[src/rtl/alu_exec_unit.sv]
// alu_exec_unit: registered ALU execute stage with a small valid/ready FSM.
// Single-cycle ops finish the cycle after acceptance. Defining
// ALU_MULDIV_EN adds iterative signed MULT/DIV (shift-add / restoring, one
// bit per cycle) and the architectural HI/LO registers. Without it those
// functs decode as illegal, and hi, lo and divzero are tied to zero.
module alu_exec_unit #(
  parameter int WIDTH   = 32,
  parameter int SHAMT_W = 5
) (
  input  logic               clk,
  input  logic               reset,
  input  logic               in_valid,
  output logic               in_ready,
  input  logic [2:0]         aluop,
  input  logic [5:0]         funct,
  input  logic [WIDTH-1:0]   a,
  input  logic [WIDTH-1:0]   b,
  input  logic [SHAMT_W-1:0] shamt,
  output logic               out_valid,
  output logic [WIDTH-1:0]   result,
  output logic               zero,
  output logic [3:0]         alucontrol,
  output logic               illegal,
  output logic               divzero,
  output logic [WIDTH-1:0]   hi,
  output logic [WIDTH-1:0]   lo
);

  localparam logic [3:0] C_AND  = 4'b0000;
  localparam logic [3:0] C_OR   = 4'b0001;
  localparam logic [3:0] C_ADD  = 4'b0010;
  localparam logic [3:0] C_MFHI = 4'b0100;
  localparam logic [3:0] C_MFLO = 4'b0101;
  localparam logic [3:0] C_SUB  = 4'b0110;
  localparam logic [3:0] C_SLT  = 4'b0111;
  localparam logic [3:0] C_NOR  = 4'b1100;
  localparam logic [3:0] C_SLL  = 4'b1101;
  localparam logic [3:0] C_SRL  = 4'b1110;
  localparam logic [3:0] C_PASS = 4'b1111;
`ifdef ALU_MULDIV_EN
  localparam logic [3:0] C_MULT = 4'b1000;
  localparam logic [3:0] C_DIV  = 4'b1001;

  typedef enum logic [1:0] {S_IDLE, S_MUL, S_DIV, S_DONE} state_t;
`else
  typedef enum logic [0:0] {S_IDLE, S_DONE} state_t;
`endif

  state_t             state_q, state_d;
  logic [WIDTH-1:0]   result_q, result_d;
  logic               zero_q, zero_d;
  logic [3:0]         alucontrol_q, alucontrol_d;
  logic               illegal_q, illegal_d;

  logic [3:0]         dec_ctrl;
  logic               dec_ill;
  logic               dec_kill;
  logic [WIDTH-1:0]   alu_res;

  // Decode aluop/funct into the 4-bit control word and illegal/kill flags.
  always_comb begin
    dec_ctrl = C_ADD;
    dec_ill  = 1'b0;
    dec_kill = 1'b0;
    case (aluop)
      3'b001: dec_ctrl = C_SUB;
      3'b011: dec_ctrl = C_AND;
      3'b100: dec_ctrl = C_OR;
      3'b101: dec_ctrl = C_SLT;
      3'b010: begin
        case (funct)
          6'b100000: dec_ctrl = C_ADD;
          6'b100010: dec_ctrl = C_SUB;
          6'b100100: dec_ctrl = C_AND;
          6'b100101: dec_ctrl = C_OR;
          6'b101010: dec_ctrl = C_SLT;
          6'b100111: dec_ctrl = C_NOR;
          6'b000000: dec_ctrl = C_SLL;
          6'b000010: dec_ctrl = C_SRL;
          6'b001000: dec_ctrl = C_PASS;
`ifdef ALU_MULDIV_EN
          6'b010000: dec_ctrl = C_MFHI;
          6'b010010: dec_ctrl = C_MFLO;
          6'b011000: dec_ctrl = C_MULT;
          6'b011010: dec_ctrl = C_DIV;
`else
          // HI/LO ops are unsupported here: flag illegal and force result 0
          6'b010000, 6'b010010, 6'b011000, 6'b011010: begin
            dec_ctrl = C_AND;
            dec_ill  = 1'b1;
            dec_kill = 1'b1;
          end
`endif
          default: begin
            dec_ctrl = C_AND;
            dec_ill  = 1'b1;
          end
        endcase
      end
      default: dec_ctrl = C_ADD;
    endcase
  end

  // Single-cycle datapath, selected by the decoded control word.
  always_comb begin
    alu_res = '0;
    case (dec_ctrl)
      C_ADD:  alu_res = a + b;
      C_SUB:  alu_res = a - b;
      C_AND:  alu_res = a & b;
      C_OR:   alu_res = a | b;
      C_SLT:  alu_res = {{(WIDTH-1){1'b0}}, ($signed(a) < $signed(b))};
      C_NOR:  alu_res = ~(a | b);
      C_SLL:  alu_res = b << shamt;
      C_SRL:  alu_res = b >> shamt;
      C_PASS: alu_res = a;
      C_MFHI: alu_res = hi;
      C_MFLO: alu_res = lo;
      default: alu_res = '0;
    endcase
    if (dec_kill) alu_res = '0;
  end

`ifdef ALU_MULDIV_EN
  // work_q holds {acc, multiplier} for MULT and {remainder, dividend} for DIV
  logic [2*WIDTH-1:0] work_q, work_d;
  logic [WIDTH-1:0]   mb_q, mb_d;
  logic               sa_q, sa_d, sb_q, sb_d;
  logic [SHAMT_W-1:0] cnt_q, cnt_d;
  logic [WIDTH-1:0]   hi_q, hi_d, lo_q, lo_d;
  logic               divzero_q, divzero_d;

  logic [WIDTH-1:0]   a_mag, b_mag;
  logic               is_muldiv;
  logic [WIDTH:0]     mul_sum;
  logic [2*WIDTH-1:0] mul_next;
  logic [WIDTH-1:0]   div_sh;
  logic [WIDTH:0]     div_diff;
  logic [2*WIDTH-1:0] div_next;
  logic [2*WIDTH-1:0] prod_fix;
  logic [WIDTH-1:0]   quo_fix, rem_fix;

  // One iteration of each algorithm, plus the final sign correction applied
  // on the committing cycle.
  always_comb begin
    a_mag     = a[WIDTH-1] ? -a : a;
    b_mag     = b[WIDTH-1] ? -b : b;
    is_muldiv = (dec_ctrl == C_MULT) || (dec_ctrl == C_DIV);
    mul_sum   = {1'b0, work_q[2*WIDTH-1:WIDTH]} + (work_q[0] ? {1'b0, mb_q} : '0);
    mul_next  = {mul_sum, work_q[WIDTH-1:1]};
    // remainder < |b| <= 2**(WIDTH-1), so the shifted value fits in WIDTH bits
    div_sh    = {work_q[2*WIDTH-2:WIDTH], work_q[WIDTH-1]};
    div_diff  = {1'b0, div_sh} - {1'b0, mb_q};
    if (!div_diff[WIDTH])
      div_next = {div_diff[WIDTH-1:0], work_q[WIDTH-2:0], 1'b1};
    else
      div_next = {div_sh, work_q[WIDTH-2:0], 1'b0};
    prod_fix = (sa_q ^ sb_q) ? -mul_next : mul_next;
    quo_fix  = (sa_q ^ sb_q) ? -div_next[WIDTH-1:0] : div_next[WIDTH-1:0];
    rem_fix  = sa_q ? -div_next[2*WIDTH-1:WIDTH] : div_next[2*WIDTH-1:WIDTH];
  end

  assign hi      = hi_q;
  assign lo      = lo_q;
  assign divzero = divzero_q;
`else
  assign hi      = '0;
  assign lo      = '0;
  assign divzero = 1'b0;
`endif

  // Next-state and register updates for the control FSM and datapath.
  always_comb begin
    state_d      = state_q;
    result_d     = result_q;
    alucontrol_d = alucontrol_q;
    illegal_d    = illegal_q;
`ifdef ALU_MULDIV_EN
    work_d    = work_q;
    mb_d      = mb_q;
    sa_d      = sa_q;
    sb_d      = sb_q;
    cnt_d     = cnt_q;
    hi_d      = hi_q;
    lo_d      = lo_q;
    divzero_d = divzero_q;
`endif
    case (state_q)
      S_IDLE: begin
        if (in_valid) begin
`ifdef ALU_MULDIV_EN
          if (is_muldiv) begin
            work_d = {{WIDTH{1'b0}}, a_mag};
            mb_d   = b_mag;
            sa_d   = a[WIDTH-1];
            sb_d   = b[WIDTH-1];
            cnt_d  = '0;
            if (dec_ctrl == C_MULT) begin
              state_d = S_MUL;
            end else if (b == '0) begin
              // divide by zero finishes immediately with fixed HI/LO values
              alucontrol_d = C_DIV;
              illegal_d    = 1'b0;
              hi_d         = a;
              lo_d         = '1;
              result_d     = '1;
              divzero_d    = 1'b1;
              state_d      = S_DONE;
            end else begin
              state_d = S_DIV;
            end
          end else begin
`endif
            alucontrol_d = dec_ctrl;
            illegal_d    = dec_ill;
            result_d     = alu_res;
            state_d      = S_DONE;
`ifdef ALU_MULDIV_EN
          end
`endif
        end
      end
`ifdef ALU_MULDIV_EN
      S_MUL: begin
        work_d = mul_next;
        cnt_d  = cnt_q + SHAMT_W'(1);
        if (cnt_q == '1) begin
          hi_d         = prod_fix[2*WIDTH-1:WIDTH];
          lo_d         = prod_fix[WIDTH-1:0];
          result_d     = prod_fix[WIDTH-1:0];
          alucontrol_d = C_MULT;
          illegal_d    = 1'b0;
          state_d      = S_DONE;
        end
      end
      S_DIV: begin
        work_d = div_next;
        cnt_d  = cnt_q + SHAMT_W'(1);
        if (cnt_q == '1) begin
          hi_d         = rem_fix;
          lo_d         = quo_fix;
          result_d     = quo_fix;
          alucontrol_d = C_DIV;
          illegal_d    = 1'b0;
          divzero_d    = 1'b0;
          state_d      = S_DONE;
        end
      end
`endif
      S_DONE:  state_d = S_IDLE;
      default: state_d = S_IDLE;
    endcase
    zero_d = (result_d == '0);
  end

  // State registers; reset aborts any in-flight MULT/DIV.
  always_ff @(posedge clk or posedge reset) begin
    if (reset) begin
      state_q      <= S_IDLE;
      result_q     <= '0;
      zero_q       <= 1'b1;
      alucontrol_q <= C_ADD;
      illegal_q    <= 1'b0;
    end else begin
      state_q      <= state_d;
      result_q     <= result_d;
      zero_q       <= zero_d;
      alucontrol_q <= alucontrol_d;
      illegal_q    <= illegal_d;
    end
  end

`ifdef ALU_MULDIV_EN
  // MULT/DIV working registers and architectural HI/LO.
  always_ff @(posedge clk or posedge reset) begin
    if (reset) begin
      work_q    <= '0;
      mb_q      <= '0;
      sa_q      <= 1'b0;
      sb_q      <= 1'b0;
      cnt_q     <= '0;
      hi_q      <= '0;
      lo_q      <= '0;
      divzero_q <= 1'b0;
    end else begin
      work_q    <= work_d;
      mb_q      <= mb_d;
      sa_q      <= sa_d;
      sb_q      <= sb_d;
      cnt_q     <= cnt_d;
      hi_q      <= hi_d;
      lo_q      <= lo_d;
      divzero_q <= divzero_d;
    end
  end
`endif

  assign in_ready   = (state_q == S_IDLE);
  assign out_valid  = (state_q == S_DONE);
  assign result     = result_q;
  assign zero       = zero_q;
  assign alucontrol = alucontrol_q;
  assign illegal    = illegal_q;

endmodule

[config.mk]
export PLATFORM = sky130hd
export DESIGN_NAME = alu_exec_unit
export DESIGN_NICKNAME = d
export VERILOG_FILES = /design/src/rtl/alu_exec_unit.sv
export SDC_FILE = /design/constraint.sdc
export NUM_CORES = 1
export LEC_CHECK = 0
export CAP_MARGIN = 5
export CORE_MARGIN = 4
export CORE_UTILIZATION = 51
export CTS_BUF_LIST = sky130_fd_sc_hd__clkbuf_16
export CTS_CLUSTER_SIZE = 8
export DETAILED_ROUTE_END_ITERATION = 10
export PLACE_DENSITY = 0.89
export SLEW_MARGIN = 20
export SYNTH_ARGS = -nofsm -noshare
export SYNTH_HDL_FRONTEND = slang
export SYNTH_SLANG_ARGS = --single-unit
[constraint.sdc]
create_clock -name clk -period 2.7 [get_ports clk]
set_input_delay 0.27 -clock clk [delete_from_list [all_inputs] [get_ports clk]]
set_output_delay 0.27 -clock clk [all_outputs]
set_load 0.02 [all_outputs]
==> impl_metrics.json, run 1 <==
{
  "synthTopCellsByArea": "ha_1 10%, dfrtp_1 8.0%, mux4_2 5.5%, mux2i_1 5.1%, nand2_1 5.1%",
  "synth_cell_types": 101,
  "grt_pass1_wl_um": 173000,
  "gp_congestion": 1.27,
  "synth.avg_cell_area_um2": 7.31,
  "start_util_pct": 52.3,
  "grt_usage_pct": 90.6,
  "grt_pass1_vias": 24974,
  "post-dp-hpwl_um": 55600,
  "yosysWarnings": 0,
  "synth_ff_type": "dfrtp_1",
  "synthArstFlopShare_pct": 100,
  "ys_ff_latch": 39,
  "num_rows": 54,
  "synth_top_area_cell": "ha_1",
  "yosysTopAreaCellShare_pct": 10.4,
  "syn_area_um2": 11500,
  "io_buffer_count": 120,
  "dieHeight_um": 158,
  "die_w_um": 158,
  "ys_seq_area_share_pct": 8.50,
  "synth_edf_count": 0,
  "overflow": 657,
  "root_buffer": "clkbuf_16",
  "ctsLongestPathBuffers": 2,
  "num_io_pins": 186,
  "outcome": "stopped before the end",
  "stop_error": "[ERROR GRT-0116] Global routing finished with congestion. Check the congestion regions in the DRC Viewer.",
  "dp_slack_ns": -1.77,
  "cts_made_buffers": 5,
  "stop_stage": "global routing (5_1_grt)",
  "synth_cells": 1575,
  "grt_start_max_net_pins": 40,
  "h-tree-depth": 2,
  "numClockSinks": 39
}
-- stage by stage --
| step | util (%) | area [µm²] | hold slack [ns] | std cells | setup TNS, ns |
|---|---|---|---|---|---|
| floorplan | - | 11800 | 0.474 | 1639 | -0.652 |
| global placement | 77.9 | 17200 | 0.467 | 2490 | -28.44 |
| detailed placement | 77.9 | 17200 | 0.490 | 2490 | -35.00 |
| CTS | 89.6 | 19700 | 0.442 | 2607 | -2.69 |
-- cells by family after synthesis --
logic type,share of synthesized area (%)
AO/OA/AOI/OAI,33.3
XOR/XNOR,2.05
adder cells (fa/ha/maj),10.8
buffers and inverters,12.1
flip-flops,8.50
multiplexers,13.5
other,0.0326
AND/OR/NAND/NOR,19.7
-- Yosys cell counts, types with 12 or more instances --
cell	n
a211o_1	12
a211oi_1	25
a21o_1	14
a21oi_1	104
a221o_1	16
a221oi_1	14
a22oi_1	22
a31oi_1	22
and2_1	14
and3_1	12
buf_2	30
buf_4	71
clkbuf_1	63
dfrtp_1	37
ha_1	96
inv_1	104
mux2_2	30
mux2i_1	59
mux4_2	28
nand2_1	157
nand3_1	40
nor2_1	118
nor2b_1	21
nor3_1	33
nor4_1	13
o211ai_1	39
o21ai_0	79
o22ai_1	24
o31ai_1	12
xnor2_1	24
-- per-layer routing --
metal,GRT usage (%),GRT overflow
met5,74.4,19
met4,91.1,166
met3,86.1,64
met2,100,355
met1,86.4,53
-- repair_timing --
action / 4_1_cts
gates resized for setup: 612
buffers inserted: 112
setup endpoints to repair: 33
hold buffers: 0
pin swaps: 131
==> run 2, diff against run 1 <==
CORE_UTILIZATION = 40   (was 51)
CTS_BUF_LIST = default   (was sky130_fd_sc_hd__clkbuf_16)
CTS_CLUSTER_SIZE = default   (was 8)
PLACE_DENSITY = default   (was 0.89)
PLACE_DENSITY_LB_ADDON = 0.15   (was default)
clock period = 3.5 ns   (was 2.7 ns; I/O delays follow)
==> impl_metrics.json, run 2 <==
{
  "outcome": "complete, but fails checks",
  "violations": "setup timing",
  "synth.avg_cell_area_um2": 7.31,
  "num_io_pins": 186,
  "powerDensity_nw_per_um2": 250,
  "critPathLaunchType": "input pin",
  "synth_top_family_by_area": "compound AO/OA/AOI/OAI gates",
  "final_common_cell": "buf_4",
  "power.total_uw": 4790,
  "p_int_uw": 2540,
  "die_w_um": 178,
  "io_buffer_count": 120,
  "slew_headroom_pct": 26.1,
  "syn_area_um2": 11500,
  "gp_congestion": 1.07,
  "cp_max_fo": 7,
  "yosysTopAreaCellShare_pct": 10.4,
  "p_seq_share_pct": 12.7,
  "finClkSkew_ns": 0.00580,
  "hold_violations": 0,
  "synth_xor_area_share_pct": 2.05,
  "worst_slack_ns": -0.208,
  "synth-compound-area-share_pct": 33.3,
  "hp-class": "flop to flop",
  "largest_reg_flops": 32,
  "peakVddDrop_mv": 0.174,
  "ys_ff_latch": 39,
  "worstPathArrival_ns": 3.93,
  "vias": 16786,
  "synth_cells": 1575,
  "crit_required_ns": 3.72,
  "drc": 0,
  "max_freq_mhz": 270,
  "synth_ff_type": "dfrtp_1",
  "overflow": 0,
  "post-dp-hpwl_um": 56700,
  "synth_top_area_cell": "ha_1",
  "synthArstFlopShare_pct": 100,
  "root_buffer": "clkbuf_16",
  "antenna_found_initial": 3,
  "syn2layout_area_growth_pct": 66.2,
  "fin_nets": 2469,
  "slew_violations": 0,
  "core_um2": 28100,
  "drtIter0Drc": 2434,
  "synth_edf_count": 0,
  "ys_seq_area_share_pct": 8.50,
  "synth_mux_area_share_pct": 13.5,
  "rsz0062_at_grt": "yes",
  "grt_pass1_vias": 16043,
  "num_rows": 61,
  "die_area_um2": 31600,
  "hold_slack_ns": 0.482,
  "start_util_pct": 41.0,
  "end_kind": "flop",
  "power_frac_comb_pct": 74.4,
  "cts_tree": "yes",
  "path_class": "input pin to flop",
  "vias_per_cell": 6.29,
  "grt_pass1_wl_um": 101000,
  "setup_violations": 1,
  "synth-simple-area-share_pct": 19.7,
  "clk_latency_ns": 0.31,
  "synthTopCellsByArea": "ha_1 10%, dfrtp_1 8.0%, mux4_2 5.5%, mux2i_1 5.1%, nand2_1 5.1%",
  "synth_cell_types": 101,
  "ctsLongestPathBuffers": 2,
  "p_leak_uw": 0.00880,
  "grt_usage_pct": 42.6,
  "antenna_cells": 0,
  "period_needed_ns": 3.71,
  "clkSlewWorstSetupHoldPaths_ns": 0.07,
  "yosysWarnings": 0,
  "netSwitchingPower_uw": 2240,
  "yosys.cell_count.top_type": "nand2_1",
  "dieHeight_um": 178,
  "layout_common_cells": "667 x buf_4, 151 x nand2_1, 117 x nor2_1",
  "drive_gt1_share_pct": 44.5,
  "power.clock.fraction_pct": 12.8,
  "postRouteAntennaNets": 0,
  "wire_per_inst_um": 26.2,
  "netSwitchingFraction_pct": 46.9,
  "dr.pass1.iters": 6,
  "cap_violations": 0,
  "h-tree-depth": 2,
  "drt_wl_total_um": 69800,
  "numClockSinks": 39,
  "grt_start_max_net_pins": 40,
  "synth_common_cells": "157 x nand2_1, 118 x nor2_1, 104 x a21oi_1, 104 x inv_1, 96 x ha_1",
  "worst_pin_slew_ns": 1.11,
  "yosys.area_share.adder_pct": 10.8,
  "cts_made_buffers": 5,
  "finalCritPeriodShare_pct": 106
}
run 2: cell counts after synthesis:
No cell type changed its count.
run 2: per-layer routing:
metal	global-route usage [%]	share of wire, %
met1	58.7	40
met4	16.2	4.9
met2	64.2	42
met5	0	0.037
met3	10.7	13
run 2: layout make-up:
class | count | area (µm²)
clock buffer | 6 | 139
clock inverter | 2 | 35.0
fill | 2483 | 8950
multi-input combinational | 1318 | 10500
inverter | 109 | 422
timing repair buffer | 817 | 6550
sequential | 39 | 978
tap | 378 | 473
run 2: logic make-up (layout without fill, tap and decap cells):
kind of cell	after synthesis	in the layout
AND/OR/NAND/NOR	474	474
buffers and inverters	282	934
flip-flops	39	39
adder cells (fa/ha/maj)	98	98
multiplexers	117	117
other	1	65
XOR/XNOR	27	27
AO/OA/AOI/OAI	537	537
run 2: critical path, cell delays in order:
cell and delay (ns):
dlygate4sd2_1 0.27, buf_4 0.18, nor4_4 0.35, o21a_2 0.23, a21o_1 0.21, buf_6 0.17, nor3_1 0.06, a41oi_1 0.19
nor2_1 0.06, o41a_1 0.46, or4_4 0.61, nor4_4 0.36, nand4b_1 0.22, nor4_2 0.18
run 2: per-stage QoR:
| stage | TNS [ns] | worst slack (ns) | cells | area, µm² | utilization, % |
|---|---|---|---|---|---|
| after floorplan | 0 | 0.0358 | 1639 | 11800 | - |
| after global placement | -7.56 | -1.08 | 2606 | 17400 | 61.9 |
| after detailed placement | -8.15 | -1.09 | 2606 | 17400 | 61.9 |
| after CTS | 0 | 0.00171 | 2668 | 19100 | 68.1 |
| after global routing | -0.293 | -0.293 | 2669 | 19100 | 68.1 |
| final | -0.208 | -0.208 | 2669 | 19100 | 68.1 |
run 2: repair_timing:
action                                  CTS  global route
buffers inserted                         60             1
resized for setup                       397             7
hold buffers                              0             0
endpoints found under the setup margin   12             2
pin swaps                               120             4
run 2: power by group through the flow:
stage               registers (µW)  clock network, µW  logic [µW]
floorplan                      679                  0        1380
global placement               614                  0        3090
detailed placement             613                  0        3100
CTS                            606                607        3420
global route                   614                626        3690
finish                         610                613        3560
run 2: path summary, 6_finish.rpt:
path,from,endpoint,slack [ns],cells after the start
max,funct[2],zero,-0.21,14
min,alucontrol[2],alucontrol[2],0.48,2
max reg2reg,out_valid,zero,0.24,14
min reg2reg,alucontrol[2],alucontrol[2],0.48,2
max in group asynchronous,reset,result[27],2.46,2
min in group asynchronous,reset,result[1],0.53,2
(Power assumes the default switching activity.)
==> run 3, diff against run 2 <==
--- a/config.mk
+++ b/config.mk
@@ -7,2 +7,3 @@
 export LEC_CHECK = 0
+export ABC_AREA = 1
 export CAP_MARGIN = 5
--- a/constraint.sdc
+++ b/constraint.sdc
@@ -3,2 +3,2 @@
 set_output_delay 0.35 -clock clk [all_outputs]
-set_load 0.02 [all_outputs]
+set_load 0.1 [all_outputs]
==> impl_metrics.json, run 3 <==
{
  "ys_seq_area_share_pct": 7.90,
  "netSwitchingFraction_pct": 58.8,
  "cp_max_fo": 4,
  "grt_start_max_net_pins": 64,
  "fin_nets": 2976,
  "gp_congestion": 1.10,
  "drtIter0Drc": 2178,
  "postRouteAntennaNets": 0,
  "synthTopCellsByArea": "nand2_1 26%, nand3_1 16%, ha_1 9.7%, nor2_1 9.1%, inv_1 8.2%",
  "drt_wl_total_um": 66200,
  "vias_per_cell": 5.47,
  "critPathSlowestCell": "clkdlybuf4s50_1",
  "num_io_pins": 186,
  "cts_made_buffers": 5,
  "drive_gt1_share_pct": 14.3,
  "drc": 0,
  "finalCritPeriodShare_pct": 97.2,
  "peakVddDrop_mv": 0.250,
  "layout_common_cells": "855 x nand2_1, 389 x nand3_1, 309 x buf_4",
  "p_int_uw": 1950,
  "dr.pass1.iters": 6,
  "wire_per_inst_um": 20.7,
  "synth_edf_count": 0,
  "top_layer_used": "met4",
  "syn_area_um2": 12400,
  "wl_met1_um": 27000,
  "post-route-util_pct": 53.1,
  "antenna_found_initial": 1,
  "slew_headroom_pct": 31.2,
  "outcome": "finished, final reports clean",
  "met3WireLength_um": 7150,
  "vias": 17473,
  "yosys.cell_count.top_type": "nand2_1",
  "die_area_um2": 33800,
  "hp-class": "input pin to asynchronous set/reset pin",
  "routed-wl-met2_um": 28300,
  "yosysWarnings": 0,
  "final_common_cell": "nand2_1",
  "grt_pass1_wl_um": 97500,
  "finClkSkew_ns": 0.0119,
  "yosysTopAreaCellShare_pct": 26.0,
  "max_freq_mhz": 294,
  "overflow": 0,
  "power_frac_comb_pct": 76.3,
  "hold_violations": 0,
  "p_seq_share_pct": 12.4,
  "synthArstFlopShare_pct": 100,
  "die_w_um": 184,
  "start_util_pct": 40.5,
  "io_buffer_count": 120,
  "synth_common_cells": "858 x nand2_1, 392 x nand3_1, 300 x nor2_1",
  "crit_required_ns": 3.72,
  "worstPathArrival_ns": 3.62,
  "grt_pass1_vias": 16349,
  "cap_violations": 0,
  "cts_hold_buf": 0,
  "critPathLaunchType": "input pin",
  "ys_ff_latch": 39,
  "netSwitchingPower_uw": 2790,
  "synth_cell_types": 42,
  "syn2layout_area_growth_pct": 31.2,
  "post-dp-hpwl_um": 56200,
  "cts_tree": "yes",
  "path_class": "input pin to flop",
  "grt_usage_pct": 37.7,
  "cp_cell_sequence": "clkdlybuf4s50_1 > inv_1 > ha_1 > buf_4 > a21oi_2 > nor2_1 > nor2_1 > nand2_1 > nand2_1 > nand2_1 > xor2_1 > nand2_1 > nand2_1 > nor2_1 > nand2_1 > nand2_1 > nand2_1 > nor2_1 > nand2_1 > nor2_1 > nand2_1 > nor2_1",
  "largest_reg_flops": 32,
  "slew_violations": 0,
  "setup_violations": 0,
  "clkSlewWorstSetupHoldPaths_ns": 0.07,
  "ctsLongestPathBuffers": 2,
  "synth_ff_type": "dfrtp_1",
  "synth_top_area_cell": "nand2_1",
  "synth_cells": 2455,
  "root_buffer": "clkbuf_16",
  "numClockSinks": 39,
  "power.total_uw": 4740,
  "setup-tns-final_ns": 0,
  "synth.avg_cell_area_um2": 5.04,
  "max_stage_delay_ns": 0.53,
  "h-tree-depth": 2,
  "end_kind": "flop",
  "period_needed_ns": 3.40,
  "power.clock.fraction_pct": 11.3,
  "cpMostUsedCell": "nand2_1",
  "num_rows": 64,
  "dieHeight_um": 184,
  "hold_slack_ns": 0.479,
  "powerDensity_nw_per_um2": 292,
  "p_leak_uw": 0.00903,
  "clk_latency_ns": 0.30,
  "core_um2": 30600,
  "worst_pin_slew_ns": 1.03
}
==> run 3: changes by cell type after synthesis, moves of 25 or more <==
cell	change
nor2_1	+182
o211ai_1	-31
nand2_1	+701
mux2i_1	-59
inv_1	+168
a21oi_1	-29
a211oi_1	-25
mux4_2	-28
nand3_1	+352
mux2_2	-30
==> run 3: layer usage <==
| metal | vias up | GRT usage [%] |
|---|---|---|
| met5 | - | 0 |
| met4 | 0 | 16.7 |
| met1 | 7958 | 50.5 |
| met3 | 162 | 7.95 |
| li1 | 8328 | - |
| met2 | 1025 | 58.2 |
==> run 3: cells by family after synthesis <==
family,synth area share (%)
compound gates,8.59
other cells,0.0303
simple gates,55.5
fa+ha+maj,10.0
flops,7.90
buf+inv,16.1
xor+xnor,1.91
==> run 3: layout make-up <==
class,instances,area (µm²)
fill,3381,14400
multi-input combinational,2025,9750
timing repair buffer,443,3780
inverter,283,1060
sequential,39,978
tap,396,495
clock buffer,5,125
clock inverter,3,43.8
antenna,1,2.50
==> run 3: power by group through the flow <==
stage	registers [µW]	clock network, µW	logic (µW)
floorplan	1180	0	1640
global placement	589	0	3530
detailed placement	591	0	3530
CTS	585	540	3540
global route	595	566	3840
finish	586	535	3620
==> run 3: worst paths after layout <==
path                                      end  slack [ns]     startpoint  cells past startpoint
worst max-delay path                     zero         0.1           a[4]                     22
worst min-delay path               result[30]        0.48          reset                      3
worst max register to register           zero        1.20      out_valid                     11
worst min register to register  alucontrol[1]        0.49  alucontrol[1]                      2
max in group asynchronous       alucontrol[1]        2.64          reset                      3
min in group clk                alucontrol[1]        0.49  alucontrol[1]                      2
==> run 3: repair_timing <==
item                       CTS  global route
buffers inserted             0             0
setup endpoints to repair    0             1
resized for setup            0            30
==> run 3: through the flow <==
stage | cells | setup slack, ns | instance area, µm²
2_1_floorplan | 2519 | 0.626 | 12600
3_3_place_gp | 3186 | -0.131 | 16000
3_5_place_dp | 3186 | -0.180 | 16000
4_1_cts | 3194 | 0.112 | 16100
5_1_grt | 3194 | -0.0242 | 16200
6_report | 3195 | 0.0989 | 16200
==> run 3: worst max-delay path: cells and delay by family <==
family / cells / cell delay, ns
xor+xnor: 1 / 0.19
simple gates: 16 / 1.75
fa+ha+maj: 1 / 0.37
buf+inv: 3 / 0.78
compound gates: 1 / 0.18
==> run 4, diff against run 3 <==
CORE_UTILIZATION = 30   (was 40)
==> impl_metrics.json, run 4 (same netlist as run 3, synthesis figures left out) <==
{
  "drive_gt1_share_pct": 15.8,
  "numClockSinks": 39,
  "fin_nets": 3001,
  "min_from": "alucontrol[3]",
  "peakVddDrop_mv": 0.222,
  "cts_made_buffers": 5,
  "worst_slack_ns": 0.141,
  "drt_wl_total_um": 72600,
  "crit_required_ns": 3.72,
  "h-tree-depth": 2,
  "rsz0062_at_grt": "no",
  "slew_headroom_pct": 29.2,
  "num_rows": 74,
  "cp_max_fo": 8,
  "largest_reg_flops": 32,
  "hp-class": "flop to flop",
  "drtIter0Drc": 1945,
  "max_freq_mhz": 298,
  "start_util_pct": 30.3,
  "hold_violations": 0,
  "path_class": "input pin to flop",
  "post-route-util_pct": 40.8,
  "cts_hold_buf": 0,
  "finalCritPeriodShare_pct": 96.0,
  "dp_slack_ns": -0.325,
  "die_area_um2": 44600,
  "gp_congestion": 1.03,
  "vias": 17115,
  "die_w_um": 211,
  "cap_violations": 0,
  "critPathLaunchType": "input pin",
  "io_buffer_count": 120,
  "postRouteAntennaNets": 0,
  "layout_common_cells": "852 x nand2_1, 384 x nand3_1, 336 x buf_4",
  "drc": 0,
  "syn2layout_area_growth_pct": 34.7,
  "setup_violations": 0,
  "num_io_pins": 186,
  "period_needed_ns": 3.36,
  "cts_tree": "yes",
  "grt_pass1_wl_um": 105000,
  "finClkSkew_ns": 0.00337,
  "p_leak_uw": 0.00919,
  "post-dp-hpwl_um": 62200,
  "r2r_setup_slack_ns": 1.57,
  "root_buffer": "clkbuf_16",
  "final_common_cell": "nand2_1",
  "worstPathArrival_ns": 3.58,
  "clkSlewWorstSetupHoldPaths_ns": 0.06,
  "core_um2": 40800,
  "slew_violations": 0,
  "clk_latency_ns": 0.28,
  "worst_pin_slew_ns": 1.06,
  "hold_depth": 2,
  "end_kind": "flop",
  "wire_per_inst_um": 21.6,
  "outcome": "finished, final reports clean",
  "r2r-start": "out_valid",
  "overflow": 0,
  "reg2reg_depth": 11,
  "setup-tns-final_ns": 0,
  "min_to": "alucontrol[3]",
  "r2r-end": "zero",
  "powerDensity_nw_per_um2": 291,
  "vias_per_cell": 5.10,
  "grt_usage_pct": 31.2,
  "antenna_found_initial": 2,
  "grt_pass1_vias": 16481,
  "dr.pass1.iters": 5,
  "postCtsSetupBuffers": 0,
  "dieHeight_um": 211,
  "grt_start_max_net_pins": 67,
  "ctsLongestPathBuffers": 2
}
==> run 4: cell count changes in the layout (fill, tap and decap cells not counted), sizes merged <==
cell           delta
buf              +26
clkbuf            +1
clkdlybuf4s50     -3
clkinv            -1
dlymetal6s2s      +2
==> run 4: worst max-delay path by stage <==
stage | startpoint | endpoint | slack [ns] | cells after the start
floorplan | out_valid | zero | 0.63 | 11
global placement | a[0] | zero | -0.31 | 24
detailed placement | a[0] | zero | -0.33 | 24
CTS | a[0] | zero | 0.04 | 24
global route | b[16] | zero | 0.001 | 22
finish | a[14] | zero | 0.14 | 23
==> run 4: cell type report <==
| type | count | area (µm²) |
|---|---|---|
| fill | 4673 | 24200 |
| multi-input combinational | 2025 | 9850 |
| timing repair buffer | 468 | 3940 |
| inverter | 283 | 1060 |
| sequential | 39 | 978 |
| tap | 532 | 666 |
| clock buffer | 6 | 139 |
| clock inverter | 2 | 35.0 |
| antenna | 1 | 2.50 |
==> run 4: layer usage <==
metal	up-vias	track usage, %	part of all wire [%]
met5	-	0	0.017
met4	2	9.23	4.0
met3	102	4.11	6.8
met2	666	51.2	45
met1	7970	43.0	44
li1	8375	-	-
==> run 4: repair_timing <==
item,CTS,global route
gates resized for setup,1,55
setup endpoints to repair,1,1
pin swaps,0,3
==> run 4: critical path: stages <==
cell and delay, ns:
clkdlybuf4s50_1 0.63, inv_1 0.08, ha_2 0.37, o21ai_0 0.34, buf_4 0.18, inv_1 0.03, nand2_1 0.10, inv_1 0.05
nand2_1 0.08, inv_1 0.04, nand2_1 0.19, xor2_1 0.10, nand2_1 0.08, nand2_1 0.06, nor2_1 0.15, nand2_1 0.12
nand2_1 0.07, nand2_1 0.06, nor2_1 0.11, nand2_1 0.06, nor2_1 0.12, nand2_2 0.09, nor2_1 0.11
==> run 4: power breakdown <==
part           switching [µW]  total, µW  internal [µW]
clock                     187        541            355
combinational            2590       3720           1130
sequential               49.6        584            534
total                    2830       4840           2020
==> run 4: per-stage QoR <==
stage	hold WS (ns)	instance area [µm²]	cells	power (µW)
after detailed placement	0.476	16300	3347	4210
after global placement	0.474	16300	3347	4230
after CTS	0.491	16500	3355	4770
after global routing	0.509	16700	3355	5110
after floorplan	0.554	12600	2519	2820
final	0.485	16700	3356	4840
